--- src/rtl/pipeline_hazard_ctrl_if.sv ---
// Hazard controller bus: pipeline status in, stall/flush/forward/IRQ controls out.
interface pipeline_hazard_ctrl_if;
  logic [1:0] id_rs_a, id_rs_b;
  logic       id_uses_a, id_uses_b;
  logic [1:0] ex_rs_a, ex_rs_b;
  logic       ex_uses_a, ex_uses_b;
  logic       ex_reg_write, ex_mem_read;
  logic [1:0] ex_reg_dist;
  logic       mem_reg_write;
  logic [1:0] mem_reg_dist;
  logic       wb_reg_write;
  logic [1:0] wb_reg_dist;
  logic       ex_branch_taken;
  logic       mem_busy;
  logic       irq;

  logic       pc_stall, if_id_stall, id_ex_stall, ex_mem_stall;
  logic       if_id_flush, id_ex_flush, mem_wb_flush;
  logic [1:0] fwd_a, fwd_b;
  logic       irq_epc_capture;
  logic       pc_sel_vector, irq_ack;
  logic       mem_timeout;

  // Controller side: drives the control outputs.
  modport master (
    input  id_rs_a, id_rs_b, id_uses_a, id_uses_b,
    input  ex_rs_a, ex_rs_b, ex_uses_a, ex_uses_b,
    input  ex_reg_write, ex_mem_read, ex_reg_dist,
    input  mem_reg_write, mem_reg_dist, wb_reg_write, wb_reg_dist,
    input  ex_branch_taken, mem_busy, irq,
    output pc_stall, if_id_stall, id_ex_stall, ex_mem_stall,
    output if_id_flush, id_ex_flush, mem_wb_flush,
    output fwd_a, fwd_b, irq_epc_capture, pc_sel_vector, irq_ack, mem_timeout
  );

  // Pipeline side: supplies status, consumes controls.
  modport slave (
    output id_rs_a, id_rs_b, id_uses_a, id_uses_b,
    output ex_rs_a, ex_rs_b, ex_uses_a, ex_uses_b,
    output ex_reg_write, ex_mem_read, ex_reg_dist,
    output mem_reg_write, mem_reg_dist, wb_reg_write, wb_reg_dist,
    output ex_branch_taken, mem_busy, irq,
    input  pc_stall, if_id_stall, id_ex_stall, ex_mem_stall,
    input  if_id_flush, id_ex_flush, mem_wb_flush,
    input  fwd_a, fwd_b, irq_epc_capture, pc_sel_vector, irq_ack, mem_timeout
  );
endinterface

--- src/rtl/pipeline_hazard_ctrl.sv ---
// Stall/flush/forward controller for the 5-stage pipeline. State is registered;
// control outputs are combinational from state and the current inputs.
module pipeline_hazard_ctrl #(
  parameter int DRAIN_CYCLES = 3,
  parameter int MEM_TIMEOUT  = 15
) (
  input logic                  clk,
  input logic                  rst,
  pipeline_hazard_ctrl_if.master hz
);

  typedef enum logic [1:0] {RUN, MEM_WAIT, IRQ_DRAIN, IRQ_VEC} state_e;

  state_e     state_q, state_d;
  logic [2:0] drain_q, drain_d;
  logic [7:0] wait_q, wait_d;
  logic       timeout_q, timeout_d;
  logic       timeout_hit;

  logic       load_use;
  logic       pc_stall, if_id_stall, id_ex_stall, ex_mem_stall;
  logic       if_id_flush, id_ex_flush, mem_wb_flush;
  logic       epc_cap, vec_sel, ack;
  logic [1:0] fwd_a, fwd_b;

  // EX/MEM result wins over MEM/WB since it is the younger write.
  function automatic logic [1:0] fwd_sel(input logic uses, input logic [1:0] rs,
                                         input logic mwe, input logic [1:0] md,
                                         input logic wwe, input logic [1:0] wd);
    if (uses && mwe && md == rs)      return 2'b01;
    else if (uses && wwe && wd == rs) return 2'b10;
    else                              return 2'b00;
  endfunction

  assign load_use = hz.ex_mem_read && hz.ex_reg_write &&
                    ((hz.id_uses_a && hz.id_rs_a == hz.ex_reg_dist) ||
                     (hz.id_uses_b && hz.id_rs_b == hz.ex_reg_dist));

  // Memory wait counter and sticky timeout; the flag is visible in the cycle the count hits.
  always_comb begin
    wait_d      = '0;
    if (hz.mem_busy) wait_d = (wait_q == 8'hff) ? 8'hff : 8'(wait_q + 8'd1);
    timeout_hit = hz.mem_busy && (wait_d >= 8'(MEM_TIMEOUT));
    timeout_d   = timeout_q || timeout_hit;
  end

  // Next state and control outputs; freeze overrides everything else.
  always_comb begin
    state_d      = state_q;
    drain_d      = drain_q;
    pc_stall     = 1'b0;
    if_id_stall  = 1'b0;
    id_ex_stall  = 1'b0;
    ex_mem_stall = 1'b0;
    if_id_flush  = 1'b0;
    id_ex_flush  = 1'b0;
    mem_wb_flush = 1'b0;
    epc_cap      = 1'b0;
    vec_sel      = 1'b0;
    ack          = 1'b0;
    if (hz.mem_busy) begin
      pc_stall     = 1'b1;
      if_id_stall  = 1'b1;
      id_ex_stall  = 1'b1;
      ex_mem_stall = 1'b1;
      mem_wb_flush = 1'b1;
      if (state_q == RUN) state_d = MEM_WAIT;
    end else begin
      case (state_q)
        RUN, MEM_WAIT: begin
          // The live pipe resumes on the release cycle, so hazards are honoured
          // there too; only IRQ entry is restricted to RUN proper.
          state_d = RUN;
          if (hz.ex_branch_taken) begin
            if_id_flush = 1'b1;
            id_ex_flush = 1'b1;
          end else if (load_use) begin
            pc_stall    = 1'b1;
            if_id_stall = 1'b1;
            id_ex_flush = 1'b1;
          end else if (state_q == RUN && hz.irq) begin
            if_id_flush = 1'b1;
            pc_stall    = 1'b1;
            epc_cap     = 1'b1;
            state_d     = IRQ_DRAIN;
            drain_d     = 3'(DRAIN_CYCLES);
          end
        end
        IRQ_DRAIN: begin
          pc_stall    = 1'b1;
          id_ex_flush = 1'b1;
          drain_d     = drain_q - 3'd1;
          if (drain_q <= 3'd1) begin
            drain_d = '0;
            state_d = IRQ_VEC;
          end
        end
        IRQ_VEC: begin
          vec_sel = 1'b1;
          ack     = 1'b1;
          state_d = RUN;
        end
        default: state_d = RUN;
      endcase
    end
  end

  // Operand forwarding selects, independent of state.
  always_comb begin
    fwd_a = fwd_sel(hz.ex_uses_a, hz.ex_rs_a, hz.mem_reg_write, hz.mem_reg_dist,
                    hz.wb_reg_write, hz.wb_reg_dist);
    fwd_b = fwd_sel(hz.ex_uses_b, hz.ex_rs_b, hz.mem_reg_write, hz.mem_reg_dist,
                    hz.wb_reg_write, hz.wb_reg_dist);
  end

  // State registers; reset abandons any pending drain or vector.
  always_ff @(posedge clk or posedge rst) begin
    if (rst) begin
      state_q   <= RUN;
      drain_q   <= '0;
      wait_q    <= '0;
      timeout_q <= 1'b0;
    end else begin
      state_q   <= state_d;
      drain_q   <= drain_d;
      wait_q    <= wait_d;
      timeout_q <= timeout_d;
    end
  end

  // All outputs are forced low while reset is held.
  assign hz.pc_stall        = !rst && pc_stall;
  assign hz.if_id_stall     = !rst && if_id_stall;
  assign hz.id_ex_stall     = !rst && id_ex_stall;
  assign hz.ex_mem_stall    = !rst && ex_mem_stall;
  assign hz.if_id_flush     = !rst && if_id_flush;
  assign hz.id_ex_flush     = !rst && id_ex_flush;
  assign hz.mem_wb_flush    = !rst && mem_wb_flush;
  assign hz.irq_epc_capture = !rst && epc_cap;
  assign hz.pc_sel_vector   = !rst && vec_sel;
  assign hz.irq_ack         = !rst && ack;
  assign hz.mem_timeout     = !rst && (timeout_q || timeout_hit);
  assign hz.fwd_a           = rst ? 2'b00 : fwd_a;
  assign hz.fwd_b           = rst ? 2'b00 : fwd_b;

endmodule

--- src/flat_wrapper.sv ---
// flat-port wrapper written by rule: the top's interface ports become plain ports
module pipeline_hazard_ctrl_flat 
#(
  parameter int DRAIN_CYCLES = 3,
  parameter int MEM_TIMEOUT  = 15
)
  (clk, rst, hz_id_rs_a, hz_id_rs_b, hz_id_uses_a, hz_id_uses_b, hz_ex_rs_a, hz_ex_rs_b, hz_ex_uses_a, hz_ex_uses_b, hz_ex_reg_write, hz_ex_mem_read, hz_ex_reg_dist, hz_mem_reg_write, hz_mem_reg_dist, hz_wb_reg_write, hz_wb_reg_dist, hz_ex_branch_taken, hz_mem_busy, hz_irq, hz_pc_stall, hz_if_id_stall, hz_id_ex_stall, hz_ex_mem_stall, hz_if_id_flush, hz_id_ex_flush, hz_mem_wb_flush, hz_fwd_a, hz_fwd_b, hz_irq_epc_capture, hz_pc_sel_vector, hz_irq_ack, hz_mem_timeout);
  pipeline_hazard_ctrl_if hz_i ();
  input logic clk;
  input logic rst;
  input wire logic [$bits(hz_i.id_rs_a)-1:0] hz_id_rs_a;
  input wire logic [$bits(hz_i.id_rs_b)-1:0] hz_id_rs_b;
  input wire logic [$bits(hz_i.id_uses_a)-1:0] hz_id_uses_a;
  input wire logic [$bits(hz_i.id_uses_b)-1:0] hz_id_uses_b;
  input wire logic [$bits(hz_i.ex_rs_a)-1:0] hz_ex_rs_a;
  input wire logic [$bits(hz_i.ex_rs_b)-1:0] hz_ex_rs_b;
  input wire logic [$bits(hz_i.ex_uses_a)-1:0] hz_ex_uses_a;
  input wire logic [$bits(hz_i.ex_uses_b)-1:0] hz_ex_uses_b;
  input wire logic [$bits(hz_i.ex_reg_write)-1:0] hz_ex_reg_write;
  input wire logic [$bits(hz_i.ex_mem_read)-1:0] hz_ex_mem_read;
  input wire logic [$bits(hz_i.ex_reg_dist)-1:0] hz_ex_reg_dist;
  input wire logic [$bits(hz_i.mem_reg_write)-1:0] hz_mem_reg_write;
  input wire logic [$bits(hz_i.mem_reg_dist)-1:0] hz_mem_reg_dist;
  input wire logic [$bits(hz_i.wb_reg_write)-1:0] hz_wb_reg_write;
  input wire logic [$bits(hz_i.wb_reg_dist)-1:0] hz_wb_reg_dist;
  input wire logic [$bits(hz_i.ex_branch_taken)-1:0] hz_ex_branch_taken;
  input wire logic [$bits(hz_i.mem_busy)-1:0] hz_mem_busy;
  input wire logic [$bits(hz_i.irq)-1:0] hz_irq;
  output wire logic [$bits(hz_i.pc_stall)-1:0] hz_pc_stall;
  output wire logic [$bits(hz_i.if_id_stall)-1:0] hz_if_id_stall;
  output wire logic [$bits(hz_i.id_ex_stall)-1:0] hz_id_ex_stall;
  output wire logic [$bits(hz_i.ex_mem_stall)-1:0] hz_ex_mem_stall;
  output wire logic [$bits(hz_i.if_id_flush)-1:0] hz_if_id_flush;
  output wire logic [$bits(hz_i.id_ex_flush)-1:0] hz_id_ex_flush;
  output wire logic [$bits(hz_i.mem_wb_flush)-1:0] hz_mem_wb_flush;
  output wire logic [$bits(hz_i.fwd_a)-1:0] hz_fwd_a;
  output wire logic [$bits(hz_i.fwd_b)-1:0] hz_fwd_b;
  output wire logic [$bits(hz_i.irq_epc_capture)-1:0] hz_irq_epc_capture;
  output wire logic [$bits(hz_i.pc_sel_vector)-1:0] hz_pc_sel_vector;
  output wire logic [$bits(hz_i.irq_ack)-1:0] hz_irq_ack;
  output wire logic [$bits(hz_i.mem_timeout)-1:0] hz_mem_timeout;
  assign hz_i.id_rs_a = hz_id_rs_a;
  assign hz_i.id_rs_b = hz_id_rs_b;
  assign hz_i.id_uses_a = hz_id_uses_a;
  assign hz_i.id_uses_b = hz_id_uses_b;
  assign hz_i.ex_rs_a = hz_ex_rs_a;
  assign hz_i.ex_rs_b = hz_ex_rs_b;
  assign hz_i.ex_uses_a = hz_ex_uses_a;
  assign hz_i.ex_uses_b = hz_ex_uses_b;
  assign hz_i.ex_reg_write = hz_ex_reg_write;
  assign hz_i.ex_mem_read = hz_ex_mem_read;
  assign hz_i.ex_reg_dist = hz_ex_reg_dist;
  assign hz_i.mem_reg_write = hz_mem_reg_write;
  assign hz_i.mem_reg_dist = hz_mem_reg_dist;
  assign hz_i.wb_reg_write = hz_wb_reg_write;
  assign hz_i.wb_reg_dist = hz_wb_reg_dist;
  assign hz_i.ex_branch_taken = hz_ex_branch_taken;
  assign hz_i.mem_busy = hz_mem_busy;
  assign hz_i.irq = hz_irq;
  assign hz_pc_stall = hz_i.pc_stall;
  assign hz_if_id_stall = hz_i.if_id_stall;
  assign hz_id_ex_stall = hz_i.id_ex_stall;
  assign hz_ex_mem_stall = hz_i.ex_mem_stall;
  assign hz_if_id_flush = hz_i.if_id_flush;
  assign hz_id_ex_flush = hz_i.id_ex_flush;
  assign hz_mem_wb_flush = hz_i.mem_wb_flush;
  assign hz_fwd_a = hz_i.fwd_a;
  assign hz_fwd_b = hz_i.fwd_b;
  assign hz_irq_epc_capture = hz_i.irq_epc_capture;
  assign hz_pc_sel_vector = hz_i.pc_sel_vector;
  assign hz_irq_ack = hz_i.irq_ack;
  assign hz_mem_timeout = hz_i.mem_timeout;
  pipeline_hazard_ctrl #(.DRAIN_CYCLES(DRAIN_CYCLES), .MEM_TIMEOUT(MEM_TIMEOUT)) u_core (.clk(clk), .rst(rst), .hz(hz_i));
endmodule
--- config.mk ---
export PLATFORM = sky130hd
export DESIGN_NAME = pipeline_hazard_ctrl_flat
export DESIGN_NICKNAME = d
export VERILOG_FILES = /design/src/rtl/pipeline_hazard_ctrl_if.sv /design/src/rtl/pipeline_hazard_ctrl.sv /design/src/flat_wrapper.sv
export SDC_FILE = /design/constraint.sdc
export NUM_CORES = 1
export LEC_CHECK = 0
export BUFFER_PORTS_ARGS = -buffer_cell sky130_fd_sc_hd__buf_2
export CAP_MARGIN = 5
export CORE_MARGIN = 5
export CORE_UTILIZATION = 40
export DETAILED_ROUTE_END_ITERATION = 7
export PLACE_DENSITY = 0.66
export SLEW_MARGIN = 0
export SYNTH_ARGS = -nofsm -noshare
export SYNTH_HDL_FRONTEND = slang
export SYNTH_SLANG_ARGS = --single-unit
--- constraint.sdc ---
create_clock -name clk -period 5.2 [get_ports clk]
set_input_delay 0.26 -clock clk [delete_from_list [all_inputs] [get_ports clk]]
set_output_delay 0.26 -clock clk [all_outputs]
set_load 0.01 [all_outputs]
# --- After elaboration in Yosys (flattened, before gate mapping) ---
# Cells that the tools add are included.
word_totals:
  register_bits: 14
  input_bits: 27
  out_inout_bits: 15
  elab_cells: 96
op_classes:
  n_eq_ne: 15
  n_reduce_logical: 30
  n_bitwise: 1
  n_lt_le_gt_ge: 2
  n_addsub: 2
  n_mux: 42
ops:
  columns: ["cell", "n"]
  rows:
  - ["$mux 2", 12]
  - ["$logic_and 1x1->1", 22]
  - ["$mux 1", 20]
  - ["$mux 8", 2]
  - ["$eq 2x2->1", 6]
  - ["$mux 3", 4]
  - ["$add 8x1->8 const B", 1]
  - ["$eq 8x8->1 const B", 1]
  - ["$ge 8x4->1 const B", 1]
  - ["$pmux 2 s3", 1]
  - ["$pmux 3 s2", 1]
  - ["$reduce_and 5->1", 1]
  - ["$eq 2x2->1 const B", 2]
  - ["$ne 2x1->1 const B", 2]
  - ["$ne 2x2->1 const B", 2]
  - ["$pmux 1 s2", 2]
  - ["$le 3x1->1 const B", 1]
  - ["$ne 3x2->1 const B", 1]
  - ["$sub 3x1->3 const B", 1]
  - ["$eq 2x1->1 const B", 1]
  - ["$logic_not 2->1", 1]
  - ["$logic_or 1x1->1", 2]
  - ["$reduce_and 2->1", 1]
  - ["$reduce_bool 2->1", 1]
  - ["3 further kinds", 3]

# --- Logic depth before layout (Yosys ltp) ---
depth:
  depth_word: 9
  mapped_depth: 6

# --- Worst setup path before layout ---
# Ideal clock, no wire load.
synth_path:
  kind: "reg-to-output"
  startpoint: "register u_core.wait_q[0]"
  endpoint: "output port hz_mem_timeout"
  arrival_time_ns: 1.536
  t_required_ns: 4.940
  n_path_buf: 1
  path_stages_with_launch: 7
  slack_ns: 3.404
  path_cell_list: "dfrtp_1 -> ha_1 -> and3_1 -> clkbuf_1 -> or4_1 -> o211ai_1 -> a31oi_1"
synth_between:
  elab_chain_len: 7
  word_cells_on_any_way: 8
synth_rtl:
  columns: ["element", "line_no", "source"]
  rows:
  - ["start: declaration", "pipeline_hazard_ctrl.sv:16", "logic [7:0] wait_q, wait_d;"]
  - ["start signal: assignment", "pipeline_hazard_ctrl.sv:126", "wait_q <= wait_d;"]
  - ["$add 8x1->8 or $eq 8x8->1 (tied branches)", "pipeline_hazard_ctrl.sv:42", "if (hz.mem_busy) wait_d = (wait_q == 8'hff) ? 8'hff : 8'(wait_q + 8'd1);"]
  - ["$mux 8 * (2 in series)", "pipeline_hazard_ctrl.sv:42", null]
  - ["$ge 8x4->1 *", "pipeline_hazard_ctrl.sv:43", "timeout_hit = hz.mem_busy && (wait_d >= 8'(MEM_TIMEOUT));"]
  - ["$logic_and 1x1->1 *", "pipeline_hazard_ctrl.sv:43", null]
  - ["$logic_or 1x1->1 *", "pipeline_hazard_ctrl.sv:142", "assign hz.mem_timeout = !rst && (timeout_q || timeout_hit);"]
  - ["$logic_and 1x1->1 *", "pipeline_hazard_ctrl.sv:142", null]
  - ["end: declaration", "flat_wrapper.sv:41", "output wire logic [$bits(hz_i.mem_timeout)-1:0] hz_mem_timeout;"]
# Every way passes the cells marked *; elsewhere a longest branch is shown, timed or not.

# --- Final worst setup path ---
# Same ends and word-level chain as after synthesis.

==> metrics.txt <==
PwrDens 243 mW/mm2; # fillers 280; FF-to-FF Start u_core.drain_q[0]$_DFFE_PP0P_; ant diodes 0; DR DRC count 0; Worst-Margin Slew 0.572 ns; VDD IR max 0.000142 V; Clock Skews 0.00717 ns; kind of critical path flop to primary output; first-pass GRT wire length 4370 um; Core Util, Final 48.9%; Max Cap Viol 0; Seq/Total Area, Yosys 32.1%; post-synthesis mux area share 0.916%; DRT Pass-1 Iters 4; R2R Setup Slk 3.47 ns; status finished clean; R2R depth 5; largest net degree at the start of global routing 19; r2r endpoint u_core.drain_q[2]$_DFFE_PP0P_; Max H-tree Level 1; CTS Buf Count 3; initial antenna violation count 0; initial DRC count 23; relative slew slack 61.8%; Mean Syn Cell Area 8.47 um2; Post-Syn Instances 129; register bit total from synthesis 14; complex-gate fraction of the synthesized area 19.8%; GRT Residual Overflow 0; Hold-fix buffers, CTS 0; CTS tree yes; CP arrival 1.92 ns; minimum clock period 2.18 ns; post-synth top area share 32.1%; Routability Congestion 0.838; final layout net count 196; Die H 62.3 um; Final Setup Violations 0; Critical Path RT 4.94 ns; fmax 458 MHz; synth warn 0; Clock Latency Late Sink 0.28 ns; crit share post-route 42.0%; Site Rows 19; Reg clk slew, reported paths 0.08 ns; HP Class primary input to asynchronous set/reset pin; Detailed Route WL 2490 um; CTS root buffer clkbuf_4; Post-CTS Setup Repair Bufs 0; RSZ-0062 raised after global routing no; CP startpoint kind flop; final hold viol count 0; total number of vias 1,055; Buffers on Ports 41; Static Leak 0.634 nW; Area Growth Syn to Fin 20.3%; Max Fanout on Critical Path 7; die width 62.3 um; CORE AREA 0.00269 mm2; xor/xnor share of the synthesized area 11.2%; origin of the worst setup path u_core.wait_q[0]$_DFF_PP0_; WL per Instance 12.8 um; CTS resizes 0; Synth area leaders dfrtp_1 32%, xnor2_1 5.6%, xor2_1 5.6%; GRT Total Usage 13.3%; clock sink total 14; largest family of logic cells by synthesized area simple AND/OR/NAND/NOR gates; Starting Density 40.7%; most common cell after layout, fill and taps aside buf_2; layout cells sized above 1 28.0%; vias in the first global route 1,085; mapped cell area 0.00109 mm2; most frequent cells in the layout 41 x buf_2, 14 x dfrtp_1, 11 x nor2_1; io pins 42; Final Max Tran Viols 0; Clock Tree Buf Depth 2; Post-Syn Nets 159; adder-cell share of the synthesized area 3.44%; post-DP HPWL 2000 um; post-route ant nets 0; full die area 0.00388 mm2; critical path capture point type primary output; largest area contributor in the netlist dfrtp_1; Yosys cell types 36; simple-gate share of the synthesized area 26.0%; vias per cell 5.41; Sum Neg Setup Slack 0 ns
## state kept, by name, indices dropped and copies added, names as in the netlist
register,flops
u_core.drain_q,3
u_core.state_q,2
u_core.timeout_q,1
u_core.wait_q,8
## report_power, final
| group | switching (mW) | internal (mW) | total (mW) |
|---|---|---|---|
| combinational | 0.0578 | 0.0568 | 0.115 |
| sequential | 0.0180 | 0.125 | 0.143 |
| clock | 0.0347 | 0.0269 | 0.0616 |
## through the flow
| stage | area (um2) | power (mW) | instances | hold WS (ns) | setup WS (ns) |
|---|---|---|---|---|---|
| 5_1_grt | 1310 | 0.345 | 195 | 0.191 | 2.91 |
| 3_5_place_dp | 1290 | 0.261 | 192 | 0.453 | 3.32 |
| 6_report | 1310 | 0.319 | 195 | 0.119 | 3.02 |
| 3_3_place_gp | 1290 | 0.256 | 192 | 0.437 | 3.36 |
| 2_1_floorplan | 1090 | 0.226 | 129 | 0.370 | 3.40 |
| 4_1_cts | 1310 | 0.321 | 195 | 0.144 | 3.00 |
## synth_stat cells
master and count:
clkbuf_1 6, o2111a_1 1, nand4_1 2, and3_1 2
inv_1 7, xnor2_1 7, o21ai_0 3, or4_4 1
nor4_1 1, mux2i_1 1, nand3_1 7, dfrtp_1 14
xor2_1 7, a31oi_1 4, a21oi_1 7, o21a_1 7
nand2_1 4, nand2b_1 4, buf_4 3, nor3_1 5
nor2_1 11, a221o_1 1, or4_1 1, ha_1 3
or4b_2 1, and4_1 3, nor2b_1 3, a311o_1 1
a2111oi_0 1, nor3b_1 3, a221oi_1 2, o211ai_1 1
and2_1 1, o21bai_1 2, and3b_1 1, o31a_1 1
## area by class of cell
class / count / area [um2] / share of cell area [%]
Multi-Input combinational cell: 99 / 671 / 51.0
Tap cell: 31 / 38.8 / 2.95
Inverter: 7 / 26.3 / 2.00
Clock buffer: 3 / 22.5 / 1.71
Sequential cell: 14 / 350 / 26.7
Timing Repair Buffer: 41 / 205 / 15.6
## metal layers
layer	track usage [%]	up-vias	part of all wire [%]
met5	0	-	0
met4	4.77	0	1.8
met3	2.34	5	8.2
met2	22.2	46	43
met1	17.2	471	47
li1	-	533	-
## critical path, cell delays in order (launching register included)
cell and delay, ns:
dfrtp_1 0.41, ha_1 0.23, and3_1 0.21, or4_1 0.41, o211ai_1 0.13, a31oi_1 0.11, buf_2 0.14
## worst max path at each step
stage	endpoint	slack (ns)	depth (start not counted)
floorplan	hz_mem_timeout	3.40	6
global route	hz_mem_timeout	2.91	6
CTS	hz_mem_timeout	3.00	6
finish	hz_mem_timeout	3.02	6
global placement	hz_mem_timeout	3.36	6
detailed placement	hz_mem_timeout	3.32	6
## cell families after synthesis
logic type / Yosys count
AOI/OAI and AO/OA: 31
xor gates and xnor gates: 14
adders and majority gates: 3
buffers and inverters: 16
DFF: 14
muxes: 1
and+or+nand+nor: 50
(Power assumes the default switching activity.)
